--- config.mk ---
export PLATFORM = sky130hd
export DESIGN_NAME = scb_arbiter
export DESIGN_NICKNAME = d
export VERILOG_FILES = /design/src/rtl/scb_arbiter.sv
export SDC_FILE = /design/constraint.sdc
export NUM_CORES = 1
export LEC_CHECK = 0
export ABC_AREA = 1
export ABC_CLOCK_PERIOD_IN_PS = 1250
export BUFFER_PORTS_ARGS = -buffer_cell sky130_fd_sc_hd__buf_2
export CAP_MARGIN = 30
export CORE_ASPECT_RATIO = 2
export CORE_MARGIN = 3
export CORE_UTILIZATION = 36
export CTS_CLUSTER_DIAMETER = 50
export DETAILED_ROUTE_END_ITERATION = 7
export HOLD_SLACK_MARGIN = 0.05
export PLACE_DENSITY = 0.8
export SYNTH_ARGS = -nofsm -noshare
export SYNTH_HDL_FRONTEND = slang
export SYNTH_SLANG_ARGS = --single-unit
--- constraint.sdc ---
create_clock -name clk_i -period 1.25 [get_ports clk_i]
set_input_delay 0.125 -clock clk_i [delete_from_list [all_inputs] [get_ports clk_i]]
set_output_delay 0.125 -clock clk_i [all_outputs]
set_load 0.05 [all_outputs]
--- src/rtl/scb_arbiter.sv ---
// Two-port arbiter sharing the single-ported SCB scratchpad between the CPU data
// port (m0) and the DMA/debug port (m1); one access per clock, completion one cycle later.
module scb_arbiter #(
  parameter int unsigned A    = 11,
  parameter int unsigned D    = 16,
  parameter int unsigned B    = 2,
  parameter int unsigned PRIO = 0
) (
  input  logic         clk_i,
  input  logic         rst_i,

  input  logic         m0_ce_i,
  input  logic         m0_wr_i,
  input  logic [A-1:0] m0_Addr_i,
  input  logic [D-1:0] m0_Data_i,
  input  logic [B-1:0] m0_stb_i,
  output logic [D-1:0] m0_Data_o,
  output logic         m0_rdy_o,

  input  logic         m1_ce_i,
  input  logic         m1_wr_i,
  input  logic [A-1:0] m1_Addr_i,
  input  logic [D-1:0] m1_Data_i,
  input  logic [B-1:0] m1_stb_i,
  output logic [D-1:0] m1_Data_o,
  output logic         m1_rdy_o,

  output logic         scb_ce_o,
  output logic         scb_rd_o,
  output logic         scb_wr_o,
  output logic [A-1:0] scb_Addr_o,
  output logic [D-1:0] scb_Data_o,
  output logic [B-1:0] scb_stb_o,
  input  logic [D-1:0] scb_Data_i
);

  logic [1:0]   inflight;
  logic [1:0]   wasread;
  logic         last_gnt;
  logic [D-1:0] hold0;
  logic [D-1:0] hold1;

  logic         elig0_c;
  logic         elig1_c;
  logic         gnt0_c;
  logic         gnt1_c;
  logic         rdvalid0_c;
  logic         rdvalid1_c;

  // A port is masked during its rdy cycle; reset also suppresses any grant immediately.
  always_comb begin
    elig0_c = m0_ce_i & ~inflight[0] & ~rst_i;
    elig1_c = m1_ce_i & ~inflight[1] & ~rst_i;
    gnt0_c  = 1'b0;
    gnt1_c  = 1'b0;
    if (elig0_c && elig1_c) begin
      if ((PRIO != 0) || last_gnt) begin
        gnt0_c = 1'b1;
      end else begin
        gnt1_c = 1'b1;
      end
    end else begin
      gnt0_c = elig0_c;
      gnt1_c = elig1_c;
    end
  end

  // Memory port follows the granted requester without any latching.
  always_comb begin
    scb_ce_o   = gnt0_c | gnt1_c;
    scb_rd_o   = 1'b0;
    scb_wr_o   = 1'b0;
    scb_Addr_o = '0;
    scb_Data_o = '0;
    scb_stb_o  = '0;
    if (gnt0_c) begin
      scb_rd_o   = ~m0_wr_i;
      scb_wr_o   = m0_wr_i;
      scb_Addr_o = m0_Addr_i;
      scb_Data_o = m0_Data_i;
      scb_stb_o  = m0_stb_i;
    end else if (gnt1_c) begin
      scb_rd_o   = ~m1_wr_i;
      scb_wr_o   = m1_wr_i;
      scb_Addr_o = m1_Addr_i;
      scb_Data_o = m1_Data_i;
      scb_stb_o  = m1_stb_i;
    end
  end

  assign rdvalid0_c = inflight[0] & wasread[0];
  assign rdvalid1_c = inflight[1] & wasread[1];

  // last_gnt: 1 means m1 was granted most recently, so m0 wins the first conflict after reset.
  always_ff @(posedge clk_i or posedge rst_i) begin
    if (rst_i) begin
      inflight <= 2'b00;
      wasread  <= 2'b00;
      last_gnt <= 1'b1;
      hold0    <= '0;
      hold1    <= '0;
    end else begin
      inflight <= {gnt1_c, gnt0_c};
      wasread  <= {gnt1_c & ~m1_wr_i, gnt0_c & ~m0_wr_i};
      if (gnt0_c) begin
        last_gnt <= 1'b0;
      end else if (gnt1_c) begin
        last_gnt <= 1'b1;
      end
      if (rdvalid0_c) begin
        hold0 <= scb_Data_i;
      end
      if (rdvalid1_c) begin
        hold1 <= scb_Data_i;
      end
    end
  end

  // Read data is passed straight through in the rdy cycle, then held.
  assign m0_rdy_o  = inflight[0];
  assign m1_rdy_o  = inflight[1];
  assign m0_Data_o = rdvalid0_c ? scb_Data_i : hold0;
  assign m1_Data_o = rdvalid1_c ? scb_Data_i : hold1;

endmodule

==> results.ini, run 1 <==
[yosys]
yosys.area_share.adder_pct=0
synthMuxAreaShare_pct=0
avgSynthCellArea_sq_um=7.62
synth_compound_area_share_pct=8.31
ys_types=13
synthSimpleGateAreaFrac_pct=32.6
syn_nets=333
synth_top_family_by_area=simple AND/OR/NAND/NOR gates
synth_seq_cells=37
synthXorXnorAreaFrac_pct=0
syn_inst=253
ys_seq_area_share_pct=48.1
netlist_area_sq_mm=0.00193
yosysWarnings=0

[place]
placed_cell_area_sq_mm=0.00371
place_inst=479
io_buffers=145
gp_congestion=0.758
dp_hpwl_um=5420

[cts]
cts_max_level=2
cts_buffers=5
cts-root-buf=clkbuf_8
clock_path_buffers=2
cts_sinks=37

[floorplanning]
die_y_um=109
rows=37
io_pins=146
die_x_um=57.8
initial_core_util_pct=37.2

[sta]
worst_endpoint=scb_Data_o[8]
worst-ep-kind=primary output

[outcome]
stop_stage=global routing (5_1_grt)
status=did not finish
error=[ERROR DPL-0038] Utilization greater than 100%, impossible to legalize

[global_routing]
grt_max_degree=33

-- synthesized netlist by cell type --
library cell	instances	area share (%)
inv_1	24	4.7
nor2_4	2	1.2
inv_2	2	0.39
nand2_1	71	14
dfrtp_1	36	47
clkbuf_1	2	0.39
buf_4	3	1.2
nand3_2	1	0.52
buf_6	3	1.8
buf_2	10	2.6
nand3_1	66	17
dfstp_2	1	1.4
o21ai_0	32	8.3
-- through the flow --
stage	worst slack [ps]	hold WS, ps
floorplan	-122	92.5
global placement	-207	233
detailed placement	-232	233
CTS	-456	169
-- what timing repair did --
item	4_1_cts
hold endpoints to repair	36
gates resized for setup	191
setup buffers	16
setup endpoints to repair	68
pin swaps	3
cloned	5
hold buffers	1
-- cells by family after synthesis --
group | Yosys count
AOI/OAI and AO/OA | 32
buffers and inverters | 44
DFF | 37
and+or+nand+nor | 140
==> inputs of run 2 (changes only) <==
==> config.mk (replaced) <==
export PLATFORM = sky130hd
export DESIGN_NAME = scb_arbiter
export DESIGN_NICKNAME = d
export VERILOG_FILES = /design/src/rtl/scb_arbiter.sv
export SDC_FILE = /design/constraint.sdc
export NUM_CORES = 1
export LEC_CHECK = 0
export ABC_AREA = 1
export ABC_CLOCK_PERIOD_IN_PS = 1600
export BUFFER_PORTS_ARGS = -buffer_cell sky130_fd_sc_hd__buf_2
export CAP_MARGIN = 30
export CORE_MARGIN = 3
export CORE_UTILIZATION = 40
export DETAILED_ROUTE_END_ITERATION = 7
export PLACE_DENSITY_LB_ADDON = 0.15
export SYNTH_ARGS = -nofsm -noshare
export SYNTH_HDL_FRONTEND = slang
export SYNTH_SLANG_ARGS = --single-unit
==> constraint.sdc (replaced) <==
create_clock -name clk_i -period 1.6 [get_ports clk_i]
set_input_delay 0.16 -clock clk_i [delete_from_list [all_inputs] [get_ports clk_i]]
set_output_delay 0.16 -clock clk_i [all_outputs]
set_load 0.05 [all_outputs]
==> run 2 against run 1 <==
The flow now finishes, with violations (setup timing); synthesized cell count unchanged; area after synthesis unchanged.
==> results.ini, run 2 <==
[global_routing]
grt_max_degree=38
grt_pass1_vias=2335
gr-total-overflow=0
grt.total_usage_pct=24.4
grt_pass1_wl_um=10600
antenna_found_initial=0

[route]
postRouteWirelength_um=8790
first_iter_violations=180
top_layer=met4
viasPerCell=5.44
route.met2.wl_um=4750
wirelength_met1_um=3090
num_vias=2509
dr.pass1.iters=4
wl_met3_um=715
drt-wirelength-per-cell_um=19.1
antenna_left=0
drc_errors=0

[sta]
setup_violations=32
rsz0062_at_grt=true
tightest_slew_ps=478
final_max_slew_viol_count=0
finalWorstSetupSlack_ps=-184
fin_crit_ps=1780
hold_viol_final=0
fmax_ghz=0.561
fin_crit_sh_pct=112
fin_skew_ps=10.2
relSlewSlack_pct=68.1

[layout]
drive_above_1_share_pct=63.3
final_nets=488
final_cell_mix=buf_2 (81), buf_6 (56), nand2_1 (55)
final_common_cell=buf_2
reg_top3=hold0 x16, hold1 x16
area_growth_pct=106
diodes=0
fillers=217

[yosys]
synthTopCellsByArea=dfrtp_1 (47%), nand3_1 (17%), nand2_1 (14%)
yosysWarnings=0
synthFlopType=dfrtp_1
syn_inst=253
avgSynthCellArea_sq_um=7.62
synth_top_area_cell=dfrtp_1
syn_nets=333
synth-edff-count=0
ys_seq_area_share_pct=48.1
netlist_area_sq_mm=0.00193
synth_seq_cells=37
yosysMostFrequentCell=nand2_1
synthArstFlopShare_pct=100
ys_types=13
netlist.area_leader.share_pct=46.7
synth_commonest_cells=nand2_1 (71), nand3_1 (66), dfrtp_1 (36)

[cts]
cts_tree=done
clock_path_buffers=2
cts_buffers=5
clkTransAtPathRegs_ps=80
cts_max_level=2
cts_sinks=37
clk_latency_ps=310
postCtsHoldBufs=0
cts-root-buf=clkbuf_8

[worst_setup_path]
worstSetupPathType=flip-flop to output port
r2r_cells=6
r2r-start=inflight[1]
cp-end-kind=output port
timing.reg2reg.setup_slack_ps=360
arrival_ps=1620
worstSetupEndpoint=scb_Data_o[4]
critPathLaunchType=flip-flop
r2r-end=wasread[0]
crit_required_ps=1440
crit_start=inflight[1]
cp_max_fo=5

[floorplanning]
rows=24
initial_core_util_pct=42.8
die_x_um=75.4
core_area_sq_mm=0.00450
io_pins=146
die-area_sq_mm=0.00569
die_y_um=75.4

[place]
post-place-ws_ps=146
dp_hpwl_um=4290
io_buffers=145
gp_congestion=0.777

[hold_path]
hp-class=input pin to async pin

[run]
maxCapViolCount=0

[pwr]
irDropWorstVdd_v=0.00151
power.density_mw_per_mm2=1360
power_w=0.00543
power_leakage_nw=2.07

[outcome]
violations=setup timing
status=finished with violations

==> run 2: report_power, final <==
| group | leakage [nW] | switching (W) | internal [W] |
|---|---|---|---|
| Combinational | 1.59 | 0.00211 | 0.00115 |
| Sequential | 0.419 | 0.0000841 | 0.00121 |
| Clock | 0.0574 | 0.000365 | 0.000507 |
| Total | 2.07 | 0.00256 | 0.00287 |
==> run 2: area by class of cell <==
class / count / area [sq um] / share of cell area (%)
clock buffers: 6 / 82.6 / 2.07
repair buffers: 166 / 1520 / 38.1
clock inverters: 2 / 37.5 / 0.943
flip-flops and latches: 37 / 930 / 23.4
well taps: 52 / 65.1 / 1.63
multi-input cells: 172 / 1250 / 31.3
inverters: 26 / 101 / 2.55
==> run 2: worst min-delay path by stage <==
stage,startpoint,end,slack [ps],depth (start not counted)
floorplan,rst_i,hold0[0],130,1
global placement,rst_i,hold0[1],400,3
detailed placement,rst_i,hold0[1],400,3
CTS,rst_i,hold0[1],70,3
global route,rst_i,hold0[9],110,3
finish,rst_i,hold0[9],80,3
==> run 2: routing by layer <==
metal  vias up  global-route usage (%)
met1      1197                    28.9
met5         -                       0
met4         0                    8.35
met2       150                    41.5
li1       1137                       -
met3        25                    8.05
==> run 2: timing repair <==
item / CTS / global route
setup endpoints to repair: 63 / 59
cloned: 5 / 3
pin swaps: 9 / 14
resized for setup: 129 / 71
setup buffers: 3 / 0
==> run 2: worst max-delay path, stage by stage (launching register included) <==
cell and delay [ps]:
dfrtp_2 430, inv_2 70, nand2_2 60, nor2_4 130, buf_6 140, buf_6 120, nand3_2 80, nand2_2 120
buf_8 150
==> run 2: kinds of logic after synthesis <==
family / Yosys count / share of synthesized area [%]
simple gates: 140 / 32.6
buf+inv: 44 / 11.0
flops: 37 / 48.1
compound gates: 32 / 8.31
==> run 2: per-stage QoR <==
stage               utilization, %  setup TNS, ps  hold WS, ps  std cells  cell area, sq um
floorplan                        -              0          128        253              2210
global placement              66.9              0          397        442              3010
detailed placement            66.9              0          397        442              3010
CTS                           80.7          -2970         72.6        458              3630
global route                  88.4          -6540          113        461              3980
finish                        88.4          -4110         76.6        461              3980
Note: power is estimated with default switching activity, not from simulation.
==> inputs of run 3 (changes only) <==
--- a/config.mk
+++ b/config.mk
@@ -9,10 +9,10 @@
 export ABC_CLOCK_PERIOD_IN_PS = 1600
 export BUFFER_PORTS_ARGS = -buffer_cell sky130_fd_sc_hd__buf_2
 export CAP_MARGIN = 30
-export CORE_MARGIN = 3
 export CORE_UTILIZATION = 40
 export DETAILED_ROUTE_END_ITERATION = 7
 export PLACE_DENSITY_LB_ADDON = 0.15
+export REMOVE_ABC_BUFFERS = 1
 export SYNTH_ARGS = -nofsm -noshare
 export SYNTH_HDL_FRONTEND = slang
 export SYNTH_SLANG_ARGS = --single-unit
==> run 3 against run 2 <==
The run still ends with setup timing left; maximum frequency rose by 1.9%; final cell count fell by 0.43%; wire length fell by 15%.
==> results.ini, run 3 (same netlist as run 2, synthesis figures left out) <==
[place]
io_buffers=145
dp_hpwl_um=4180
gp_congestion=0.805
placed_cell_area_sq_mm=0.00274

[sta]
rsz0062_at_grt=true
fin_crit_sh_pct=109
fin_skew_ps=3.47
fmax_ghz=0.571
setup_violations=31
fin_crit_ps=1750
hold_viol_final=0
finalWorstSetupSlack_ps=-151
tightest_slew_ps=265
final_max_slew_viol_count=0
relSlewSlack_pct=82.3

[floorplanning]
core_area_sq_mm=0.00450
io_pins=146
die_y_um=71.4
rows=24
die_x_um=71.4
initial_core_util_pct=42.8
die-area_sq_mm=0.00510

[route]
drc_errors=0
antenna_left=0
postRouteWirelength_um=7450
first_iter_violations=132
dr.pass1.iters=4
num_vias=2477
drt-wirelength-per-cell_um=16.2
viasPerCell=5.40

[global_routing]
grt_pass1_vias=2181
grt_max_degree=33
antenna_found_initial=0
grt_pass1_wl_um=9840
grt.total_usage_pct=24.4
gr-total-overflow=0

[layout]
area_growth_pct=92.6
diodes=0
fin_util_pct=82.4
regArea_sq_um=927
reg_top3=hold0 x16, hold1 x16
final_cell_mix=buf_2 (82), nand2_1 (57), buf_6 (56)
final_common_cell=buf_2
final_nets=486
multiInputGateArea_sq_mm=0.00104
fillers=286
drive_above_1_share_pct=58.2
design_area_sq_mm=0.00371

[cts]
cts_max_level=2
clock_path_buffers=2
postCtsHoldBufs=0
clk_latency_ps=280
cts_buffers=5
clkTransAtPathRegs_ps=70
cts_tree=done
cts-root-buf=clkbuf_8
cts_sinks=37

[pwr]
power_w=0.00495
power_leakage_nw=2.02
power.density_mw_per_mm2=1330
irDropWorstVdd_v=0.000587

[worst_setup_path]
path_cells=inv_2 > nand3_4 > buf_12 > nand3_1 > nand2_1 > buf_6
cp_max_fo=8
cp_slowest_stage_delay_ps=570
crit_required_ps=1440
cp_slowest_cell=dfstp_2
crit_buf_inv=3
arrival_ps=1590
critPathLaunchType=flip-flop
worstSetupPathType=flip-flop to output port
cpLargestDelayFamily=flip-flops
cp-end-kind=output port

[outcome]
violations=setup timing
status=finished with violations

[run]
maxCapViolCount=0

[hold_path]
hp-class=input pin to async pin

[run 3: cell count changes in the layout (fill, tap and decap cells not counted), moves of 5 or more]
| cell | previous run | this run |
|---|---|---|
| buf_8 | 15 | 10 |
| nand3_1 | 38 | 47 |
| nand3_2 | 28 | 17 |
| o21ai_1 | 0 | 6 |
| o21ai_2 | 12 | 26 |
| o21ai_4 | 20 | 0 |
[run 3: per-layer routing]
layer  vias to the layer above  track usage [%]  wire length, um
met4                         0             9.78              213
met5                         -                0                0
met3                        24             4.78              435
met1                      1187             27.5             2710
met2                       135             45.1             4090
li1                       1131                -                -
[run 3: worst reg2reg max path, cell delays in order (launching register included)]
cell and delay, ps:
dfstp_2 570, nand3_2 140, clkbuf_16 210, nand2_1 100, inv_1 50
[run 3: cell type report]
class / instances / area share, %
repair buffers: 164 / 40.4
clock buffers: 6 / 1.95
flip-flops and latches: 37 / 25.0
multi-input cells: 172 / 28.0
inverters: 26 / 2.63
well taps: 52 / 1.75
clock inverters: 2 / 0.270
[run 3: repair_timing]
action                                  4_1_cts  5_1_grt
setup buffers                                 0        1
endpoints found under the setup margin       63       63
pin swaps                                     4        9
resized for setup                           119      117
cloned                                        2        7
[run 3: power by group]
group / switching [W] / internal [W] / total (W)
sequential: 0.0000830 / 0.00121 / 0.00130
combinational: 0.00198 / 0.00106 / 0.00304
clock: 0.000311 / 0.000302 / 0.000612
total: 0.00238 / 0.00258 / 0.00495
[run 3: final timing paths]
path / cells past startpoint / slack (ps) / startpoint / to
max: 6 / -150 / last_gnt / scb_rd_o
min: 3 / 30 / rst_i / wasread[0]
max reg2reg: 4 / 420 / last_gnt / inflight[1]
min reg2reg: 2 / 480 / hold0[6] / hold0[6]
max in group asynchronous: 3 / 1330 / rst_i / last_gnt
min in group clk_i: 3 / 170 / scb_Data_i[12] / hold0[12]
[run 3: stage by stage]
step	instances	setup TNS [ps]	setup slack, ps	hold WS, ps
floorplan	235	-78750	-1090	338
global placement	441	0	131	325
detailed placement	441	0	142	321
CTS	451	-2360	-95.9	20.5
global route	459	-5620	-240	51.3
finish	459	-3330	-151	27.9
==> inputs of run 4 (changes only) <==
--- a/config.mk
+++ b/config.mk
@@ -6,7 +6,7 @@
 export NUM_CORES = 1
 export LEC_CHECK = 0
 export ABC_AREA = 1
-export ABC_CLOCK_PERIOD_IN_PS = 1600
+export ABC_CLOCK_PERIOD_IN_PS = 1760
 export BUFFER_PORTS_ARGS = -buffer_cell sky130_fd_sc_hd__buf_2
 export CAP_MARGIN = 30
 export CORE_UTILIZATION = 40
==> constraint.sdc (replaced) <==
create_clock -name clk_i -period 1.76 [get_ports clk_i]
set_input_delay 0.176 -clock clk_i [delete_from_list [all_inputs] [get_ports clk_i]]
set_output_delay 0.176 -clock clk_i [all_outputs]
set_load 0.05 [all_outputs]
==> run 4 against run 3 <==
Largest power group unchanged; final cell count fell by 1.1%; hold slack improved by 7.8 ps; die area unchanged; the run now ends clean; clock power increased by 40%.
==> results.ini, run 4 (same netlist as run 2, synthesis figures left out) <==
[worst_setup_path]
critPathLaunchType=flip-flop
cp_max_fo=8
crit_cells=6
cp_slowest_stage_delay_ps=560
r2r_cells=5
crit_required_ps=1580
cp-end-kind=output port
crit_buf_inv=3
cp_slowest_cell=dfstp_2
path_cells=inv_2 > nand3_4 > clkbuf_16 > nand3_1 > nand2_1 > buf_6
worstSetupPathType=flip-flop to output port
arrival_ps=1550
cpLargestDelayFamily=flip-flops

[place]
gp_congestion=0.813
post-place-ws_ps=281
placed_cell_area_sq_mm=0.00272
dp_hpwl_um=4210
io_buffers=145

[sta]
fin_skew_ps=4.80
setup_tns_ps=0
hold_viol_final=0
setup_violations=0
rsz0062_at_grt=true
tightest_slew_ps=280
relSlewSlack_pct=81.1
fin_crit_ps=1730
fmax_ghz=0.579
final_max_slew_viol_count=0
finalWorstSetupSlack_ps=33.2
fin_crit_sh_pct=98.1

[cts]
cts-root-buf=clkbuf_8
cts_buffers=5
postCtsHoldBufs=0
clock_path_buffers=2
cts_max_level=2
cts_tree=done
clk_latency_ps=280
cts_sinks=37
clkTransAtPathRegs_ps=70

[route]
viasPerCell=4.93
drc_errors=0
first_iter_violations=85
antenna_left=0
dr.pass1.iters=4
num_vias=2239
drt-wirelength-per-cell_um=14.0
postRouteWirelength_um=6350

[global_routing]
antenna_found_initial=0
grt_pass1_vias=2012
grt.total_usage_pct=23.0
grt_pass1_wl_um=9140
grt_max_degree=33
gr-total-overflow=0

[pwr]
comb_power_share_pct=52.0
swShare_pct=47.0
p_clk_share_pct=20.3
power.density_mw_per_mm2=1320
irDropWorstVdd_v=0.000573
p_seq_share_pct=27.7
p_sw_w=0.00198
power_leakage_nw=1.86
internal_power_w=0.00224

[floorplanning]
initial_core_util_pct=42.8
core_area_sq_mm=0.00450
io_pins=146
die_y_um=71.4
rows=24
die_x_um=71.4
die-area_sq_mm=0.00510

[layout]
design_area_sq_mm=0.00320
final_common_cell=buf_2
final_nets=481
reg_top3=hold0 x16, hold1 x16
diodes=0
drive_above_1_share_pct=44.8
area_growth_pct=66.1
fillers=393
final_cell_mix=buf_2 (107), nand2_1 (69), nand3_1 (62)

[run]
maxCapViolCount=0

[outcome]
status=complete, no violations

[hold_path]
hp-class=input pin to async pin

==> run 4: cell types whose count changed in the layout (fill, tap and decap cells not counted), sizes merged <==
| cell | previous run | this run |
|---|---|---|
| buf | 158 | 151 |
| clkinv | 2 | 1 |
| clkbuf | 12 | 13 |
| bufinv | 0 | 2 |
==> run 4: layout make-up <==
cell class                 instances  area [sq um]  area share (%)
timing repair buffer             159          1160            36.1
tap                               52          65.1            2.03
inverter                          26          97.6            3.05
sequential                        37           927            29.0
multi-input combinational        172           822            25.7
clock buffer                       5          68.8            2.15
clock inverter                     3          65.1            2.03
==> run 4: timing repair <==
action,in CTS,in global routing
gates cloned,0,5
setup buffers,0,0
setup endpoints to repair,31,38
resized for setup,31,52
pin swaps,0,7
==> run 4: power by group through the flow <==
stage | clock network, W | registers, W | logic (W)
finish | 0.000856 | 0.00117 | 0.00220
global route | 0.000919 | 0.00120 | 0.00232
CTS | 0.000875 | 0.00117 | 0.00206
detailed placement | 0 | 0.00119 | 0.00202
global placement | 0 | 0.00118 | 0.00200
floorplan | 0 | 0.00119 | 0.00150
==> run 4: final timing paths <==
check,from,end,slack [ps]
setup / recovery,last_gnt,scb_Data_o[12],30
hold / removal,rst_i,hold0[4],40
setup reg to reg,last_gnt,wasread[0],650
hold reg to reg,hold0[5],hold0[5],490
max in group asynchronous,rst_i,last_gnt,1480
min in group clk_i,m1_wr_i,wasread[1],170
==> run 4: worst register-to-register path, delay by kind of cell (launching register included) <==
kind                   cells  cell delay, ps
and+or+nand+nor            2             230
DFF                        1             560
buffers and inverters      3             260
==> run 4: metal layers <==
layer	GRT usage, %	up-vias	wire length (um)
met4	6.89	0	148
met2	42.5	112	3400
met5	0	-	0
met1	26.1	999	2400
met3	5.49	14	402
li1	-	1114	-
==> run 4: per-stage QoR <==
step                      instances  power (W)  hold WS (ps)  utilization, %
final                           454    0.00423          35.7            71.1
after detailed placement        441    0.00321           345            60.4
after CTS                       449    0.00411          37.5            65.1
after global routing            454    0.00443          61.8            71.1
after floorplan                 235    0.00269           354               -
after global placement          441    0.00318           351            60.4
